File: src/rtl/i2c_pkg.sv
// i2c_pkg: shared types for the I2C master core.
// Command and FSM state encodings plus bit phase count.
package i2c_pkg;

  typedef enum logic [1:0] {
    CMD_START = 2'd0,
    CMD_WRITE = 2'd1,
    CMD_READ  = 2'd2,
    CMD_STOP  = 2'd3
  } i2c_cmd_e;

  typedef enum logic [2:0] {
    ST_IDLE,
    ST_START,
    ST_DATA,
    ST_ACK,
    ST_STOP
  } i2c_state_e;

  localparam int BIT_PHASES = 4;

endpackage

File: src/rtl/i2c_master_core_clk_div.sv
// i2c_clk_div: quarter-bit tick generator.
// Counts while enabled, held at zero when disabled.
module i2c_clk_div #(
  parameter int DIV = 250
) (
  input  logic clk_i,
  input  logic rst_ni,
  input  logic en_i,
  output logic tick_o
);

  localparam logic [15:0] LAST = 16'(DIV - 1);

  logic [15:0] r_cnt;

  // free-running modulo-DIV counter, cleared whenever disabled
  always_ff @(posedge clk_i or negedge rst_ni) begin
    if (!rst_ni) begin
      r_cnt <= '0;
    end else if (!en_i || r_cnt == LAST) begin
      r_cnt <= '0;
    end else begin
      r_cnt <= r_cnt + 16'd1;
    end
  end

  assign tick_o = en_i && (r_cnt == LAST);

endmodule

File: src/rtl/i2c_master_core.sv
// i2c_master_core: byte-level I2C master (START/WRITE/READ/STOP).
// Define I2C_ARB_LOST_EN to build arbitration-loss detection.
module i2c_master_core
  import i2c_pkg::*;
#(
  parameter int DIV = 250
) (
  input  logic       clk_i,
  input  logic       rst_ni,
  input  logic       cmd_valid_i,
  output logic       cmd_ready_o,
  input  logic [1:0] cmd_i,
  input  logic [7:0] wdata_i,
  input  logic       mack_i,
  output logic       rsp_valid_o,
  output logic [7:0] rdata_o,
  output logic       sack_o,
  output logic       busy_o,
  output logic       arb_lost_o,
  output logic       scl_o,
  output logic       sda_o,
  output logic       sda_t,
  input  logic       sda_i
);

  localparam logic [1:0] LAST_PH = 2'(BIT_PHASES - 1);

  i2c_state_e r_state, w_state_nxt;
  logic [1:0] r_phase;
  logic [2:0] r_bit;
  logic [7:0] r_shift, r_rdata;
  logic       r_rd, r_mack, r_sack;
  logic       r_scl, r_sda, r_sdat;
  logic       w_tick, w_busy, w_accept, w_last_ph, w_arb;
  logic       w_scl, w_sda, w_sdat;

  assign w_busy    = (r_state != ST_IDLE);
  assign w_accept  = !w_busy && cmd_valid_i;
  assign w_last_ph = (r_phase == LAST_PH);

  i2c_clk_div #(.DIV(DIV)) u_div (
    .clk_i  (clk_i),
    .rst_ni (rst_ni),
    .en_i   (w_busy),
    .tick_o (w_tick)
  );

`ifdef I2C_ARB_LOST_EN
  logic r_arb;

  assign w_arb = (r_state == ST_DATA) && !r_rd && w_tick &&
                 (r_phase == 2'd2) && r_sdat && r_sda && !sda_i;

  // sticky loss flag, cleared by the next accepted START
  always_ff @(posedge clk_i or negedge rst_ni) begin
    if (!rst_ni) begin
      r_arb <= 1'b0;
    end else if (w_arb) begin
      r_arb <= 1'b1;
    end else if (w_accept && cmd_i == CMD_START) begin
      r_arb <= 1'b0;
    end
  end

  assign arb_lost_o = r_arb;
`else
  assign w_arb      = 1'b0;
  assign arb_lost_o = 1'b0;
`endif

  // state register
  always_ff @(posedge clk_i or negedge rst_ni) begin
    if (!rst_ni) begin
      r_state <= ST_IDLE;
    end else begin
      r_state <= w_state_nxt;
    end
  end

  // next-state: commands launch from IDLE, phases advance on ticks
  always_comb begin
    w_state_nxt = r_state;
    unique case (r_state)
      ST_IDLE: begin
        if (cmd_valid_i) begin
          unique case (i2c_cmd_e'(cmd_i))
            CMD_START: w_state_nxt = ST_START;
            CMD_STOP:  w_state_nxt = ST_STOP;
            default:   w_state_nxt = ST_DATA;
          endcase
        end
      end
      ST_DATA: begin
        if (w_arb) begin
          w_state_nxt = ST_IDLE;
        end else if (w_tick && w_last_ph && r_bit == 3'd0) begin
          w_state_nxt = ST_ACK;
        end
      end
      ST_START, ST_ACK, ST_STOP: begin
        if (w_tick && w_last_ph) begin
          w_state_nxt = ST_IDLE;
        end
      end
      default: w_state_nxt = ST_IDLE;
    endcase
  end

  // bus levels for the current state and phase; IDLE holds the lines
  always_comb begin
    w_scl  = r_scl;
    w_sda  = r_sda;
    w_sdat = r_sdat;
    unique case (r_state)
      ST_START: begin
        w_sdat = 1'b1;
        w_scl  = (r_phase != 2'd3);
        w_sda  = (r_phase < 2'd2);
      end
      ST_DATA: begin
        w_sdat = !r_rd;
        w_scl  = (r_phase == 2'd1) || (r_phase == 2'd2);
        w_sda  = r_rd ? 1'b1 : r_shift[7];
      end
      ST_ACK: begin
        w_sdat = r_rd;
        w_scl  = (r_phase == 2'd1) || (r_phase == 2'd2);
        w_sda  = r_rd ? r_mack : 1'b1;
      end
      ST_STOP: begin
        w_sdat = 1'b1;
        w_scl  = (r_phase != 2'd0);
        w_sda  = (r_phase >= 2'd2);
      end
      default: ;
    endcase
  end

  // datapath: phase/bit counters, shifter, sampled results, bus regs
  always_ff @(posedge clk_i or negedge rst_ni) begin
    if (!rst_ni) begin
      r_phase <= 2'd0;
      r_bit   <= 3'd0;
      r_shift <= 8'h00;
      r_rd    <= 1'b0;
      r_mack  <= 1'b1;
      r_rdata <= 8'h00;
      r_sack  <= 1'b1;
      r_scl   <= 1'b1;
      r_sda   <= 1'b1;
      r_sdat  <= 1'b0;
    end else begin
      r_scl  <= w_scl;
      r_sda  <= w_sda;
      r_sdat <= w_sdat;
      if (w_accept) begin
        r_phase <= 2'd0;
        r_bit   <= 3'd7;
        r_shift <= wdata_i;
        r_rd    <= (cmd_i == CMD_READ);
        r_mack  <= mack_i;
      end else if (w_tick) begin
        r_phase <= r_phase + 2'd1;
        if (r_state == ST_DATA && r_phase == 2'd2 && r_rd) begin
          r_shift <= {r_shift[6:0], sda_i};
        end
        if (r_state == ST_DATA && r_phase == 2'd3) begin
          r_bit <= r_bit - 3'd1;
          if (!r_rd) begin
            r_shift <= {r_shift[6:0], 1'b0};
          end
        end
        if (r_state == ST_ACK && r_phase == 2'd2) begin
          if (r_rd) begin
            r_rdata <= r_shift;
          end else begin
            r_sack <= sda_i;
          end
        end
        if (r_state == ST_STOP && w_last_ph) begin
          r_scl  <= 1'b1;
          r_sda  <= 1'b1;
          r_sdat <= 1'b0;
        end
      end
      if (w_arb) begin
        r_sdat <= 1'b0;
      end
    end
  end

  assign cmd_ready_o = !w_busy;
  assign busy_o      = w_busy;
  assign rsp_valid_o = (r_state == ST_ACK) && w_tick && w_last_ph;
  assign rdata_o     = r_rdata;
  assign sack_o      = r_sack;
  assign scl_o       = r_scl;
  assign sda_o       = r_sda;
  assign sda_t       = r_sdat;

endmodule

File: config.mk
export PLATFORM = sky130hd
export DESIGN_NAME = i2c_master_core
export DESIGN_NICKNAME = d
export VERILOG_FILES = /design/src/rtl/i2c_pkg.sv /design/src/rtl/i2c_master_core_clk_div.sv /design/src/rtl/i2c_master_core.sv
export SDC_FILE = /design/constraint.sdc
export NUM_CORES = 1
export LEC_CHECK = 0
export ABC_AREA = 1
export BUFFER_PORTS_ARGS = -buffer_cell sky130_fd_sc_hd__buf_2
export CAP_MARGIN = 20
export CORE_UTILIZATION = 45
export CTS_BUF_LIST = sky130_fd_sc_hd__clkbuf_4
export DETAILED_ROUTE_END_ITERATION = 10
export PLACE_DENSITY_LB_ADDON = 0.12
export SKIP_CTS_REPAIR_TIMING = 1
export SYNTH_ARGS = -nofsm -noshare
export SYNTH_HDL_FRONTEND = slang
export SYNTH_SLANG_ARGS = --single-unit
File: constraint.sdc
create_clock -name clk_i -period 1.9 [get_ports clk_i]
set_input_delay 0.285 -clock clk_i [delete_from_list [all_inputs] [get_ports clk_i]]
set_output_delay 0.285 -clock clk_i [all_outputs]
set_load 0.005 [all_outputs]
# [Yosys cells after proc, flatten, opt, wreduce, memory -nomap -nowiden]
# Index checks and enable logic that the tools add are counted.
[word_totals] register_bits=46 out_inout_bits=16 wordCells=92
[classes] addsub=3 n_lt_le_gt_ge=2 eq_ne=14 muxes=30 n_bitwise=2 n_reduce_logical=29
[op_table] operator="8-bit two-way mux" n=5
[op_table] operator="3-bit two-way mux" n=6
[op_table] operator="16-bit by 1-bit adder with 16-bit output, second input constant" n=1
[op_table] operator="16-bit by 8-bit == test with 1-bit output, second input constant" n=1
[op_table] operator="16-bit two-way mux" n=1
[op_table] operator="1-bit logical AND" n=11
[op_table] operator="1-bit two-way mux" n=11
[op_table] operator="3-bit one-hot mux with 3 select lines" n=1
[op_table] operator="2-bit == test, second input constant" n=4
[op_table] operator="2-bit != test, second input constant" n=4
[op_table] operator="4-bit AND reduction" n=2
[op_table] operator="3-bit by 2-bit == test with 1-bit output, second input constant" n=2
[op_table] operator="3-bit logical NOT" n=2
[op_table] operator="1-bit one-hot mux with 3 select lines" n=2
[op_table] operator="3-bit one-hot mux with 2 select lines" n=1
[op_table] operator="2-bit nonzero test" n=3
[op_table] operator="2-bit two-way mux" n=2
[op_table] operator="1-bit one-hot mux with 4 select lines" n=1
[op_table] operator="2-bit OR reduction" n=2
[op_table] operator="3-bit by 1-bit == test with 1-bit output, second input constant" n=1
[op_table] operator="3-bit == test, second input constant" n=1
[op_table] operator="3-bit AND reduction" n=1
[op_table] operator="3-bit nonzero test" n=1
[op_table] operator="3-bit OR reduction" n=1
[op_table] operator="10 further kinds" n=13

# [Depth between registers and ports, before layout]
[logic_depth] word_depth=8 ltp_mapped=12

# [By module]
# A second synthesis with hierarchy kept.
[unflattened] hier_cells=339 hier_area_um2=2702.6
[modules_own_cells] module="i2c_master_core" instances=1 cells_per_inst=220 area_each_um2=1762.9
[modules_own_cells] module="i2c_clk_div" instances=1 cells_per_inst=119 area_each_um2=939.7

# [Least setup slack after synthesis]
# No wires, ideal clock.
[synth_path] kind="register to register" startpoint="reg u_div.r_cnt[1]" endpoint="reg r_shift[7]" setup_ns=0.123 arrival_ns=1.379 path_slack_ns=0.398 stages_incl_launch_ff=12 cell_sequence="dfrtp_1 -> inv_1 -> ha_1 -> nand2_1 -> inv_1 -> nand2_1 -> nor2_4 -> nor2_4 -> nor2_4 -> buf_6 -> nand2_1 -> a21boi_1"
[synth_between] elab_chain_cells=3
[synth_rtl] item="start, declared" line="i2c_master_core_clk_div.sv:14" text="logic [15:0] r_cnt;"
[synth_rtl] item="start signal, assigned" line="i2c_master_core_clk_div.sv:23" text="r_cnt <= r_cnt + 16'd1;"
[synth_rtl] item="16-bit by 8-bit == test with 1-bit output" line="i2c_master_core_clk_div.sv:27" text="assign tick_o = en_i && (r_cnt == LAST);"
[synth_rtl] item="1-bit logical AND" line="i2c_master_core_clk_div.sv:27"
[synth_rtl] item="2-bit nonzero test (no line)"
[synth_rtl] item="end signal, assigned" line="i2c_master_core.sv:159" text="r_shift <= wdata_i;"
[synth_rtl] item="end signal, assigned" line="i2c_master_core.sv:165" text="r_shift <= {r_shift[6:0], sda_i};"
[synth_rtl] item="end signal, assigned" line="i2c_master_core.sv:170" text="r_shift <= {r_shift[6:0], 1'b0};"
[synth_rtl] item="end, declared" line="i2c_master_core.sv:31" text="logic [7:0] r_shift, r_rdata;"
# No other way between the ends.
# A chain may end at the register's enable or synchronous reset.

# [Final worst setup path]
[layout_path] startpoint="reg u_div.r_cnt[5]" endpoint="out rsp_valid_o"
[layout_between] elab_chain_cells=4
[layout_rtl] item="16-bit by 8-bit == test with 1-bit output" line="i2c_master_core_clk_div.sv:27"
[layout_rtl] item="1-bit logical AND" line="i2c_master_core_clk_div.sv:27"
[layout_rtl] item="1-bit logical AND (2 in series)" line="i2c_master_core.sv:194" text="assign rsp_valid_o = (r_state == ST_ACK) && w_tick && w_last_ph;"
[layout_rtl] item="end, declared" line="i2c_master_core.sv:15" text="output logic rsp_valid_o,"
# No other way between the ends.

==> results.json <==
{
  "vias": 2273,
  "yosysMostFrequentCell": "nand2_1",
  "hold_class": "in2reg",
  "setup_viol_count_final": 1,
  "r2r_setup_slack_ns": 0.16,
  "clkLatencyLatePin_ns": 0.36,
  "synth_compound_area_share_pct": 11.4,
  "syn2layout_area_growth_pct": 16.9,
  "final.setup.tns_ns": -0.0848,
  "wire_per_inst_um": 12.7,
  "crit_chain": "nand2_2, inv_2, nand4_1, nor3_2, nand2_1, nor3_2, buf_2",
  "synth-seq-cells": 46,
  "worstHoldStart": "mack_i",
  "min_delay_path_depth": 3,
  "routed_wirelength_um": 5820,
  "grt_pass1_wl_um": 9870,
  "syn-num-nets": 360,
  "slew_viol_final": 0,
  "antennaDiodeCount": 0,
  "synth_top_area_cell": "dfrtp_1",
  "cts_buffers": 5,
  "rsz0062_at_grt": "true",
  "dr.pass1.iters": 4,
  "ctsLongestPathBuffers": 2,
  "drive_gt1_share_pct": 26.5,
  "syn_area_um2": 2670,
  "ys_warn_count": 0,
  "num-fill-cells": 571,
  "synthArstFlopShare_pct": 100,
  "p_per_area_nw_per_um2": 1190,
  "crit_type": "reg2out",
  "detail-route-antenna-nets": 0,
  "muxShareOfSynthArea_pct": 0,
  "drc_errors": 0,
  "die_y_um": 79.1,
  "skew_ns": 0.0101,
  "grt-ovfl-total": 0,
  "die_area_um2": 6250,
  "synthAdderAreaFrac_pct": 4.68,
  "cpMostUsedCell": "nor3_2",
  "hpwlAfterDp_um": 4380,
  "end_kind": "output pin",
  "num_rows": 27,
  "status": "complete, but fails checks",
  "synth-seq-area-share_pct": 43.2,
  "cp_slowest_cell": "dfrtp_1",
  "initial_core_util_pct": 47.7,
  "ios": 31,
  "crit_arrival_ns": 1.70,
  "synth_area_per_cell_um2": 7.98,
  "synth_top_area_share_pct": 39.3,
  "grt_pass1_vias": 2174,
  "worstReg2RegStart": "u_div.r_cnt[8]",
  "cap_violations": 0,
  "grt_max_degree": 29,
  "synth_top_family_by_area": "simple AND/OR/NAND/NOR gates",
  "synth_cell_type_count": 35,
  "start_kind": "register",
  "clkTransAtPathRegs_ns": 0.15,
  "crit_buf_inv": 2,
  "portBuffers": 29,
  "worst_slack_ns": -0.0848,
  "total_leakage_power_nw": 1.56,
  "hold-path-endpoint": "r_mack",
  "synth-xor-area-share_pct": 1.64,
  "viasPerCell": 4.97,
  "synth_edf_count": 0,
  "antenna_found_initial": 0,
  "crit_cells": 7,
  "critPathMaxFanout": 3,
  "htree_levels": 2,
  "post_synth_and_or_nand_nor_area_fraction_pct": 30.4,
  "fin_crit_ns": 1.98,
  "ys.flop_type": "dfrtp_1",
  "r2r_cells": 11,
  "clkSinkCount": 46,
  "crit_path_max_incr_delay_ns": 0.45,
  "max_freq_mhz": 504,
  "crit_required_ns": 1.62,
  "fin_crit_sh_pct": 104,
  "fp.coreArea_um2": 5610,
  "vdd_drop_max_mv": 0.883,
  "reg2reg_to": "r_shift[6]",
  "place_congestion": 0.937,
  "grt.total_usage_pct": 20.4,
  "drtIter0Drc": 165,
  "syn_inst": 335,
  "power.total_mw": 3.71,
  "cts_tree": "built",
  "violations": "negative setup slack",
  "synthTopCellsByCount": "88 x nand2_1, 43 x inv_1, 42 x dfrtp_1, 32 x nor2_1, 15 x nand3_1",
  "clockRootBuffer": "clkbuf_4",
  "hold_viol": 0,
  "die_w_um": 79.1,
  "synth.area.top_cells": "dfrtp_1 39%, nand2_1 12%, inv_1 6.0%",
  "nets": 409,
  "crit_family": "simple AND/OR/NAND/NOR gates"
}
## worst register-to-register path, cell delays in order (launching register included)
cell	delay [ns]
dfrtp_2	0.45
buf_4	0.15
inv_2	0.05
nand2_1	0.05
nor2_1	0.08
nand2_1	0.10
nor2_4	0.16
nor2_4	0.08
nor2_4	0.17
buf_4	0.18
nand2_1	0.05
a21boi_1	0.13
## power breakdown
group | switching, mW | leakage, nW | internal [mW]
Clock | 0.334 | 0.0456 | 0.280
Sequential | 0.159 | 0.585 | 1.21
Combinational | 1.10 | 0.925 | 0.624
## kinds of logic (layout without fill, tap and decap cells)
kind of cell	Yosys count	in the layout
AND/OR/NAND/NOR	172	172
buffers and inverters	54	104
AO/OA/AOI/OAI	47	47
flip-flops	46	46
adder cells (fa/ha/maj)	10	10
XOR/XNOR	5	5
other	1	1
## cell type report
class,instances,area [um^2],area share [%]
timing repair buffer,46,288,9.21
clock buffer,5,37.5,1.20
tap,72,90.1,2.88
multi-input combinational,235,1320,42.1
clock inverter,3,43.8,1.40
inverter,50,193,6.16
sequential,46,1160,37.1
## registers in the layout, summed over array words and instances (netlist names)
name and count:
r_bit 3, r_mack 1, r_phase 2, r_rd 1
r_shift 8, r_state 3, rdata_o 8, sack_o 1
scl_o 1, sda_o 1, sda_t 1, u_div.r_cnt 16
## stage by stage
step | worst slack, ns | instances | area, um^2 | hold slack [ns] | utilization (%)
final | -0.0848 | 457 | 3130 | 0.122 | 55.7
after floorplan | 0.398 | 335 | 2670 | -0.0106 | -
after global routing | -0.204 | 457 | 3130 | 0.116 | 55.7
after detailed placement | 0.153 | 438 | 2930 | 0.260 | 52.3
after global placement | 0.211 | 438 | 2930 | 0.260 | 52.3
after CTS | -0.179 | 446 | 3010 | -0.153 | 53.7
## placed cells by master (no fill, tap or decap), drive strengths merged
cell type	netlist	layout
o211ai	3	3
nand3	15	15
nor2	38	38
a21oi	9	9
xor2	5	5
a21boi	5	5
o21ai	24	24
nand2	96	96
bufinv	0	1
dlygate4sd3	0	1
o21a	1	1
nand3b	3	3
inv	50	51
nand4	7	7
o2111ai	1	1
buf	4	45
clkbuf	0	5
o22ai	3	3
clkinv	0	1
nor3b	1	1
ha	10	10
nor4	2	2
o221a	1	1
nor3	10	10
dfstp	4	4
dfrtp	42	42
conb	1	1
## per-layer routing
layer  vias to the layer above  routed length [um]  track usage (%)
met2                        54                2690             32.3
met1                      1035                2800             28.0
met4                         0                 120             6.73
met3                        13                 206             3.79
met5                         -                   0                0
li1                       1171                   -                -
## worst max path at each step
stage                    start           to
6_report        u_div.r_cnt[5]  rsp_valid_o
5_1_grt        u_div.r_cnt[12]  rsp_valid_o
4_1_cts         u_div.r_cnt[1]  rsp_valid_o
3_5_place_dp    u_div.r_cnt[0]   r_shift[6]
3_3_place_gp    u_div.r_cnt[0]   r_shift[7]
2_1_floorplan   u_div.r_cnt[1]   r_shift[7]
No activity file was read; power rests on OpenSTA's default activity.
